<file path="src/rtl/hpdcache_pkg.sv">
// rtl/hpdcache_pkg.sv - HPDcache shared directory types and directory arbiter constants
package hpdcache_pkg;

  localparam int unsigned HPDCACHE_WAYS               = 4;
  localparam int unsigned HPDCACHE_DIR_RAM_ADDR_WIDTH = 6;
  localparam int unsigned HPDCACHE_DIR_SETS           = 2 ** HPDCACHE_DIR_RAM_ADDR_WIDTH;
  localparam int unsigned HPDCACHE_TAG_WIDTH          = 20;
  localparam int unsigned HPDCACHE_DIR_ARB_NREQ       = 3;

  typedef logic [HPDCACHE_DIR_RAM_ADDR_WIDTH-1:0] hpdcache_dir_addr_t;
  typedef logic [HPDCACHE_WAYS-1:0]               hpdcache_way_vector_t;

  typedef struct packed {
    logic                          valid;
    logic                          wback;
    logic                          dirty;
    logic                          fetch;
    logic [HPDCACHE_TAG_WIDTH-1:0] tag;
  } hpdcache_dir_entry_t;

  // One entry per way, as presented on the directory port of the memory array
  typedef hpdcache_dir_entry_t [HPDCACHE_WAYS-1:0] hpdcache_dir_way_entries_t;

  typedef struct packed {
    hpdcache_dir_addr_t        addr;
    hpdcache_way_vector_t      way;
    logic                      we;
    hpdcache_dir_way_entries_t wentry;
  } hpdcache_dir_req_t;

  typedef enum logic {
    DIR_ARB_INIT = 1'b0,
    DIR_ARB_RUN  = 1'b1
  } hpdcache_dir_arb_state_e;

endpackage

</file>
<file path="src/rtl/hpdcache_dir_rrarb.sv">
// rtl/hpdcache_dir_rrarb.sv - one-hot picker, round-robin when HPDCACHE_DIR_ARB_RR_EN is defined, else fixed priority
module hpdcache_dir_rrarb #(
  parameter int unsigned NREQ = 3,
  parameter int unsigned IDW  = (NREQ > 1) ? $clog2(NREQ) : 1
) (
`ifdef HPDCACHE_DIR_ARB_RR_EN
  input  logic            clk_i,
  input  logic            rst_ni,
  input  logic            hs_i,
`endif
  input  logic [NREQ-1:0] req_i,
  output logic [NREQ-1:0] gnt_o,
  output logic [IDW-1:0]  gnt_id_o
);

  logic [IDW-1:0] ptr;
  logic [IDW:0]   sum;
  logic [IDW-1:0] idx;
  logic           found;

`ifdef HPDCACHE_DIR_ARB_RR_EN
  logic [IDW-1:0] ptr_next;

  assign ptr_next = (gnt_id_o == IDW'(NREQ - 1)) ? '0 : gnt_id_o + 1'b1;

  // Priority pointer moves just past the winner whenever a grant is taken
  always_ff @(posedge clk_i) begin
    if (!rst_ni) begin
      ptr <= '0;
    end else if (hs_i) begin
      ptr <= ptr_next;
    end
  end
`else
  assign ptr = '0;
`endif

  // Scan requesters starting at the pointer, wrapping modulo NREQ; first valid wins
  always_comb begin
    gnt_o    = '0;
    gnt_id_o = '0;
    found    = 1'b0;
    sum      = '0;
    idx      = '0;
    for (int i = 0; i < NREQ; i++) begin
      sum = {1'b0, ptr} + (IDW + 1)'(i);
      if (sum >= (IDW + 1)'(NREQ)) begin
        sum = sum - (IDW + 1)'(NREQ);
      end
      idx = sum[IDW-1:0];
      if (!found && req_i[idx]) begin
        found      = 1'b1;
        gnt_o[idx] = 1'b1;
        gnt_id_o   = idx;
      end
    end
  end

endmodule

</file>
<file path="src/rtl/hpdcache_dir_arbiter.sv">
// rtl/hpdcache_dir_arbiter.sv - directory port arbiter with reset-time invalidation sweep; HPDCACHE_DIR_ARB_RR_EN selects round-robin
module hpdcache_dir_arbiter
  import hpdcache_pkg::*;
#(
  parameter int unsigned NREQ = HPDCACHE_DIR_ARB_NREQ,
  parameter int unsigned IDW  = (NREQ > 1) ? $clog2(NREQ) : 1
) (
  input  logic                      clk_i,
  input  logic                      rst_ni,
  input  logic [NREQ-1:0]           req_valid_i,
  output logic [NREQ-1:0]           req_ready_o,
  input  hpdcache_dir_addr_t        req_addr_i   [NREQ],
  input  hpdcache_way_vector_t      req_way_i    [NREQ],
  input  logic [NREQ-1:0]           req_we_i,
  input  hpdcache_dir_way_entries_t req_wentry_i [NREQ],
  output hpdcache_dir_addr_t        dir_addr_o,
  output hpdcache_way_vector_t      dir_cs_o,
  output hpdcache_way_vector_t      dir_we_o,
  output hpdcache_dir_way_entries_t dir_wentry_o,
  input  hpdcache_dir_way_entries_t dir_rentry_i,
  output logic                      rsp_valid_o,
  output logic [IDW-1:0]            rsp_id_o,
  output hpdcache_dir_way_entries_t rsp_entry_o,
  output logic                      init_done_o
);

  localparam int unsigned NSETS = HPDCACHE_DIR_SETS;

  hpdcache_dir_arb_state_e state_q, state_d;
  hpdcache_dir_addr_t      cnt_q, cnt_d;
  logic                    rsp_valid_q;
  logic [IDW-1:0]          rsp_id_q;

  logic [NREQ-1:0]         arb_req;
  logic [NREQ-1:0]         gnt;
  logic [IDW-1:0]          gnt_id;
  logic                    hs;
  hpdcache_dir_req_t       sel;

  // Requesters are invisible to the picker until the sweep has finished
  assign arb_req = (state_q == DIR_ARB_RUN) ? req_valid_i : '0;
  assign hs      = |gnt;

  hpdcache_dir_rrarb #(
    .NREQ (NREQ),
    .IDW  (IDW)
  ) i_rrarb (
`ifdef HPDCACHE_DIR_ARB_RR_EN
    .clk_i    (clk_i),
    .rst_ni   (rst_ni),
    .hs_i     (hs),
`endif
    .req_i    (arb_req),
    .gnt_o    (gnt),
    .gnt_id_o (gnt_id)
  );

  // Gather the winning requester's fields into one directory request
  always_comb begin
    sel.addr   = req_addr_i[gnt_id];
    sel.way    = req_way_i[gnt_id];
    sel.we     = req_we_i[gnt_id];
    sel.wentry = req_wentry_i[gnt_id];
  end

  // Next state and directory port drive: sweep writes zeros, then pass the winner through
  always_comb begin
    state_d      = state_q;
    cnt_d        = cnt_q;
    req_ready_o  = '0;
    dir_addr_o   = '0;
    dir_cs_o     = '0;
    dir_we_o     = '0;
    dir_wentry_o = '0;
    case (state_q)
      DIR_ARB_INIT: begin
        dir_addr_o = cnt_q;
        dir_cs_o   = '1;
        dir_we_o   = '1;
        if (cnt_q == hpdcache_dir_addr_t'(NSETS - 1)) begin
          state_d = DIR_ARB_RUN;
        end else begin
          cnt_d = cnt_q + 1'b1;
        end
      end
      DIR_ARB_RUN: begin
        req_ready_o = gnt;
        if (hs) begin
          dir_addr_o   = sel.addr;
          dir_cs_o     = sel.way;
          dir_we_o     = sel.we ? sel.way : '0;
          dir_wentry_o = sel.wentry;
        end
      end
      default: begin
        state_d = DIR_ARB_INIT;
        cnt_d   = '0;
      end
    endcase
  end

  // State, sweep counter and read-response tag registers
  always_ff @(posedge clk_i) begin
    if (!rst_ni) begin
      state_q     <= DIR_ARB_INIT;
      cnt_q       <= '0;
      rsp_valid_q <= 1'b0;
      rsp_id_q    <= '0;
    end else begin
      state_q     <= state_d;
      cnt_q       <= cnt_d;
      rsp_valid_q <= hs && !sel.we;
      rsp_id_q    <= gnt_id;
    end
  end

  assign rsp_valid_o = rsp_valid_q;
  assign rsp_id_o    = rsp_id_q;
  assign rsp_entry_o = dir_rentry_i;
  assign init_done_o = (state_q == DIR_ARB_RUN);

endmodule
</file>
<file path="config.mk">
export PLATFORM = sky130hd
export DESIGN_NAME = hpdcache_dir_arbiter
export DESIGN_NICKNAME = d
export VERILOG_FILES = /design/src/rtl/hpdcache_pkg.sv /design/src/rtl/hpdcache_dir_rrarb.sv /design/src/rtl/hpdcache_dir_arbiter.sv
export SDC_FILE = /design/constraint.sdc
export NUM_CORES = 1
export LEC_CHECK = 0
export CAP_MARGIN = 10
export CORE_AREA = 2 2 244 246
export CTS_CLUSTER_SIZE = 10
export DETAILED_ROUTE_END_ITERATION = 10
export DIE_AREA = 0 0 246 248
export PLACE_DENSITY = 0.43
export SYNTH_ARGS = -nofsm -noshare
export SYNTH_HDL_FRONTEND = slang
export SYNTH_SLANG_ARGS = --single-unit
</file>
<file path="constraint.sdc">
create_clock -name clk_i -period 2.81 [get_ports clk_i]
set_clock_uncertainty 0.1 [all_clocks]
set_input_delay 0.4215 -clock clk_i [delete_from_list [all_inputs] [get_ports clk_i]]
set_output_delay 0.4215 -clock clk_i [all_outputs]
set_load 0.03 [all_outputs]
</file>
==> impl_metrics.tcl, run 1 <==
set metrics [dict create \
    drc 0 \
    via_per_inst 3.19 \
    crit_buf_inv 3 \
    drt.antenna.violating_nets 0 \
    dr_wl_met2_um 12400 \
    cp_cell_sequence "nor2b_4 > nand3b_4 > buf_4 > buf_12 > o21ai_0 > a21oi_1 > buf_4" \
    wl_per_cell_um 16.1 \
    required_ns 2.29 \
    crit_top_cell "buf_4" \
    drt_iter0_drc 247 \
    seq_area_sq_um 201 \
    rsz0062_at_grt "false" \
    met1_length_um 11200 \
    period_share_pct 91.2 \
    synth_top_area_cell "buf_4" \
    grt-ovfl-total 0 \
    htreeDepth 1 \
    firstDrtPassIters 4 \
    ios 635 \
    fp.dieArea_sq_um 61000 \
    synthFlopType "dfxtp_1" \
    r2r_end "rsp_valid_o$_SDFF_PN0_" \
    num_vias 5390 \
    p_leak_nw 3.60 \
    multi_input_area_sq_um 2550 \
    io_buffer_count 442 \
    critPathLaunchType "flip-flop" \
    arrival_ns 2.04 \
    drt_wl_total_um 27200 \
    path_delay_family "buffers and inverters" \
    fin_total_pwr_w 0.00110 \
    clock_latency_ns 0.24 \
    reg2regPathDepth 5 \
    cts_hold_buf 0 \
    die-height_um 248 \
    setup_violations 0 \
    grt_pass1_vias 5034 \
    start_util_pct 6.47 \
    synth_area_leaders "buf_4, mux2i_1, a21oi_1, a22o_1, o21ai_0" \
    cp_max_fo 68 \
    synthArstFlopShare_pct 0 \
    clkSlewWorstSetupHoldPaths_ns 0.04 \
    synth-seq-cells 10 \
    syn2layout_area_growth_pct 127 \
    crit_start "init_done_o$_SDFF_PN0_" \
    cpMaxStageDelayCell "o21ai_0" \
    critical_path.max_stage_delay_ns 0.42 \
    reg2reg_from "init_done_o$_SDFF_PN0_" \
    clockBufferDepth 2 \
    routed.top_layer "met5" \
    cts_root_buf "clkbuf_16" \
    avgSynthCellArea_sq_um 6.50 \
    synth_cell_types 38 \
    min_from "cnt_q[1]$_SDFFE_PN0P_" \
    drive_gt1_share_pct 17.3 \
    rows 89 \
    power_density_nw_per_um2 128 \
    worstSetupPathType "reg -> out" \
    ys_seq_area_share_pct 5.29 \
    rrSetupSlack_ns 1.18 \
    grt_pass1_wl_um 35300 \
    end_kind "output port" \
    netlist_instances 582 \
    hpwl_um 23100 \
    globalRouteTotalUtil_pct 7.88 \
    synth_common_cells "buf_4, nand2_1, a21oi_1" \
    post-synth-top-count-cell "buf_4" \
    fillers 6681 \
    antenna_found_initial 8 \
    syn_area_sq_um 3780 \
    hp-class "reg -> reg" \
    status "completed" \
    max_freq_ghz 0.390 \
    peakVddDrop_mv 0.146 \
    dp.cells 1681 \
    cts_tree "yes" \
    fin_cells 1688 \
    cts_buffers 3 \
    routed-wl-met3_um 2710 \
    synth.net_count 1005 \
    worstMarginPinSlew_ns 0.498 \
    grt_max_degree 69 \
    final_hold_viol_count 0 \
    synth_top_area_share_pct 20.4 \
    cts.sinks 10 \
    cp-endpoint "dir_wentry_o[8]" \
    synth-edff-count 0 \
    max_slew_margin_pct 66.8 \
    period_needed_ns 2.56 \
    report.final.slew_viol_count 0 \
    dieWidth_um 246 \
    gp_congestion 0.792 \
    nets 1337 \
    max_cap_viol_count 0 \
    ys_warn_count 0 \
    path_depth 7 \
    coreArea_sq_um 58500 \
]
-- cell type report --
| cell class | instances | share of cell area [%] |
|---|---|---|
| Tap cell | 773 | 11.2 |
| Sequential cell | 10 | 2.34 |
| Timing Repair Buffer | 477 | 55.4 |
| Clock buffer | 4 | 1.03 |
| Multi-Input combinational cell | 416 | 29.7 |
| Inverter | 6 | 0.262 |
| Antenna cell | 2 | 0.0582 |
-- worst min path at each step --
stage,endpoint,cells after the start
after floorplan,cnt_q[1]$_SDFFE_PN0P_,2
after CTS,cnt_q[1]$_SDFFE_PN0P_,2
after detailed placement,cnt_q[1]$_SDFFE_PN0P_,2
after global routing,cnt_q[1]$_SDFFE_PN0P_,2
after global placement,cnt_q[1]$_SDFFE_PN0P_,2
final,cnt_q[1]$_SDFFE_PN0P_,2
-- registers in the layout, indices dropped and copies added (netlist names) --
| signal | flops |
|---|---|
| rsp_valid_o | 1 |
| rsp_id_o | 2 |
| init_done_o | 1 |
| cnt_q | 6 |
-- worst register-to-register path, cell delays in order (launching register included) --
cell	delay (ns)
dfxtp_2	0.32
buf_4	0.24
nand2b_1	0.24
o21ai_0	0.27
nor2b_1	0.20
and3_1	0.20
-- routing by layer --
layer	vias to the layer above	global-route usage [%]
li1	2643	-
met1	2405	10.0
met2	282	12.5
met3	54	2.58
met4	6	2.60
met5	-	0
-- kinds of logic (layout without fill, tap and decap cells) --
| family | after synthesis | in the layout | share of synthesized area (%) |
|---|---|---|---|
| AO/OA/AOI/OAI | 228 | 228 | 35.2 |
| other | 0 | 2 | 0 |
| AND/OR/NAND/NOR | 126 | 126 | 15.8 |
| flip-flops | 10 | 10 | 5.29 |
| adder cells (fa/ha/maj) | 1 | 1 | 0.331 |
| buffers and inverters | 156 | 487 | 27.2 |
| multiplexers | 60 | 60 | 15.9 |
| XOR/XNOR | 1 | 1 | 0.232 |
-- placed cells by master, fill, tap and decap left out, types with 2 or more instances in the layout --
cell type / n
clkdlybuf4s50_1: 327
buf_4: 116
nand2_1: 79
a21oi_1: 72
o21ai_0: 62
mux2i_1: 60
o21ai_1: 40
a22o_1: 37
buf_12: 29
nor2_1: 10
nor2b_1: 10
dfxtp_1: 9
and2_1: 6
inv_1: 5
o221ai_1: 5
nand3_1: 5
o211ai_1: 4
nand2b_1: 3
and3b_1: 3
and3_1: 3
a31oi_1: 3
clkbuf_16: 3
diode_2: 2
nand3b_1: 2
buf_2: 2
-- power breakdown --
group	leakage [nW]	switching [W]	total, W	internal [W]
clock	0.0442	0.0000731	0.000288	0.000215
sequential	0.0817	0.00000438	0.000151	0.000146
combinational	3.48	0.000194	0.000664	0.000470
-- timing repair --
| item | CTS | global route |
|---|---|---|
| setup buffers | 1 | 0 |
| resized for setup | 2 | 1 |
| pin swaps | 1 | 0 |
| endpoints found under the setup margin | 5 | 6 |
-- metrics by stage --
step	util (%)	hold slack [ns]	TNS [ns]	cell area, sq um	setup slack [ns]
after floorplan	-	0.366	0	3780	0.449
after global placement	14.5	0.383	-0.116	8500	-0.0638
after detailed placement	14.5	0.401	-0.146	8500	-0.0602
after CTS	14.7	0.408	0	8600	0.0111
after global routing	14.7	0.428	0	8600	0.156
final	14.7	0.406	0	8610	0.247
Power figures use the tool's default switching activity.
==> inputs of run 2 (changes only) <==
CTS_CLUSTER_SIZE = 40   (was 10)
GPL_TIMING_DRIVEN = 0   (was default)
==> impl_metrics.tcl, run 2 (synthesized netlist as in run 1, its figures left out) <==
set metrics [dict create \
    status "completed" \
    rsz0062_at_grt "true" \
    cts_hold_buf 0 \
    cts_tree "yes" \
    drt_wl_total_um 34000 \
    largest_reg_flops 6 \
    firstDrtPassIters 5 \
    clockBufferDepth 2 \
    cts_root_buf "clkbuf_16" \
    period_needed_ns 2.80 \
    arrival_ns 2.28 \
    mostFrequentLayoutCell "clkdlybuf4s50_1" \
    htreeDepth 1 \
    fin_ws_ns 0.0107 \
    clkSlewWorstSetupHoldPaths_ns 0.05 \
    drt.antenna.violating_nets 0 \
    nets 1560 \
    grt-ovfl-total 0 \
    pre_cts_ws_ns -1.17 \
    ios 635 \
    final_cell_mix "clkdlybuf4s50_1, buf_4, nand2_1" \
    hpwl_um 29600 \
    die-height_um 248 \
    gp_congestion 0.792 \
    drive_gt1_share_pct 20.3 \
    setup_violations 0 \
    num_vias 6254 \
    cts.sinks 10 \
    cp_max_fo 10 \
    dieWidth_um 246 \
    grt_max_degree 11 \
    grt_pass1_vias 6138 \
    antenna_found_initial 4 \
    wl_per_cell_um 17.8 \
    finish.utilization_pct 17.8 \
    max_cap_viol_count 0 \
    p_leak_nw 4.45 \
    required_ns 2.29 \
    drt_iter0_drc 209 \
    fp.dieArea_sq_um 61000 \
    cts_buffers 3 \
    report.final.slew_viol_count 0 \
    power_density_nw_per_um2 146 \
    final_hold_viol_count 0 \
    top_register "cnt_q" \
    via_per_inst 3.27 \
    syn2layout_area_growth_pct 175 \
    drc 0 \
    critPathLaunchType "flip-flop" \
    period_share_pct 99.6 \
    hp-class "reg -> reg" \
    rows 89 \
    max_slew_margin_pct 32.2 \
    clock_latency_ns 0.24 \
    worstMarginPinSlew_ns 1.02 \
    peakVddDrop_mv 0.203 \
    max_freq_ghz 0.357 \
    fillers 6662 \
    end_kind "output port" \
    worstSetupPathType "reg -> out" \
    start_util_pct 6.47 \
    grt_pass1_wl_um 44000 \
    coreArea_sq_um 58500 \
    io_buffer_count 538 \
    globalRouteTotalUtil_pct 9.97 \
]
[run 2: changes by cell type in the layout (fill, tap and decap cells not counted), moves of 4 or more]
cell	previous run	this run
clkdlybuf4s15_1	0	8
dlygate4sd2_1	1	51
clkdlybuf4s15_2	0	47
buf_12	29	2
clkbuf_2	0	13
clkdlybuf4s50_1	327	424
clkbuf_1	0	7
clkbuf_4	0	4
buf_2	2	19
[run 2: report_power, final]
| group | switching [W] | total [W] | internal (W) | leakage (nW) |
|---|---|---|---|---|
| Sequential | 0.00000415 | 0.000149 | 0.000145 | 0.0820 |
| Combinational | 0.000409 | 0.00108 | 0.000666 | 4.32 |
| Clock | 0.0000783 | 0.000294 | 0.000215 | 0.0442 |
| Total | 0.000492 | 0.00152 | 0.00103 | 4.45 |
[run 2: path summary, 6_finish.rpt]
kind	start	end	slack [ns]	cells past startpoint
worst min register to register	cnt_q[1]$_SDFFE_PN0P_	cnt_q[1]$_SDFFE_PN0P_	0.40	2
worst max register to register	init_done_o$_SDFF_PN0_	rsp_valid_o$_SDFF_PN0_	1.17	6
worst min-delay path	cnt_q[1]$_SDFFE_PN0P_	cnt_q[1]$_SDFFE_PN0P_	0.40	2
worst max-delay path	init_done_o$_SDFF_PN0_	dir_wentry_o[54]	0.01	7
[run 2: layout make-up]
| cell class | count | area (sq um) | share of cell area [%] |
|---|---|---|---|
| antenna | 1 | 2.50 | 0.0240 |
| multi-input combinational | 416 | 2600 | 25.0 |
| inverter | 6 | 30.0 | 0.288 |
| buffer | 148 | 1050 | 10.1 |
| tap | 773 | 967 | 9.29 |
| timing repair buffer | 552 | 5470 | 52.5 |
| clock buffer | 4 | 88.8 | 0.853 |
| sequential | 10 | 204 | 1.96 |
[run 2: stage by stage]
stage / cell area (sq um) / hold slack (ns) / power, W / setup TNS [ns] / std cells
2_1_floorplan: 3780 / 0.366 / 0.000532 / 0 / 582
3_5_place_dp: 10100 / 0.393 / 0.00122 / -83.11 / 1893
4_1_cts: 10300 / 0.398 / 0.00152 / -4.60 / 1905
6_report: 10400 / 0.398 / 0.00152 / 0 / 1910
3_3_place_gp: 10100 / 0.388 / 0.00122 / -83.23 / 1893
5_1_grt: 10400 / 0.429 / 0.00159 / -0.0761 / 1909
[run 2: what timing repair did]
item,in CTS,in global routing
endpoints found under the setup margin,113,84
resized for setup,267,25
pin swaps,4,3
buffers inserted,8,6
endpoints found under the hold margin,0,0
[run 2: critical path: stages, from the launching register on]
cell	delay (ns)
dfxtp_4	0.34
nor2b_4	0.15
buf_4	0.14
nand2_4	0.21
buf_4	0.31
mux2i_2	0.44
a21oi_1	0.13
clkdlybuf4s15_2	0.29
[run 2: routing by layer]
metal / routed length (um) / vias to the layer above / track usage [%]
li1: - / 3086 / -
met1: 15100 / 2833 / 13.8
met2: 16300 / 321 / 16.9
met3: 2350 / 14 / 1.33
met4: 311 / 0 / 0.963
met5: 0 / - / 0
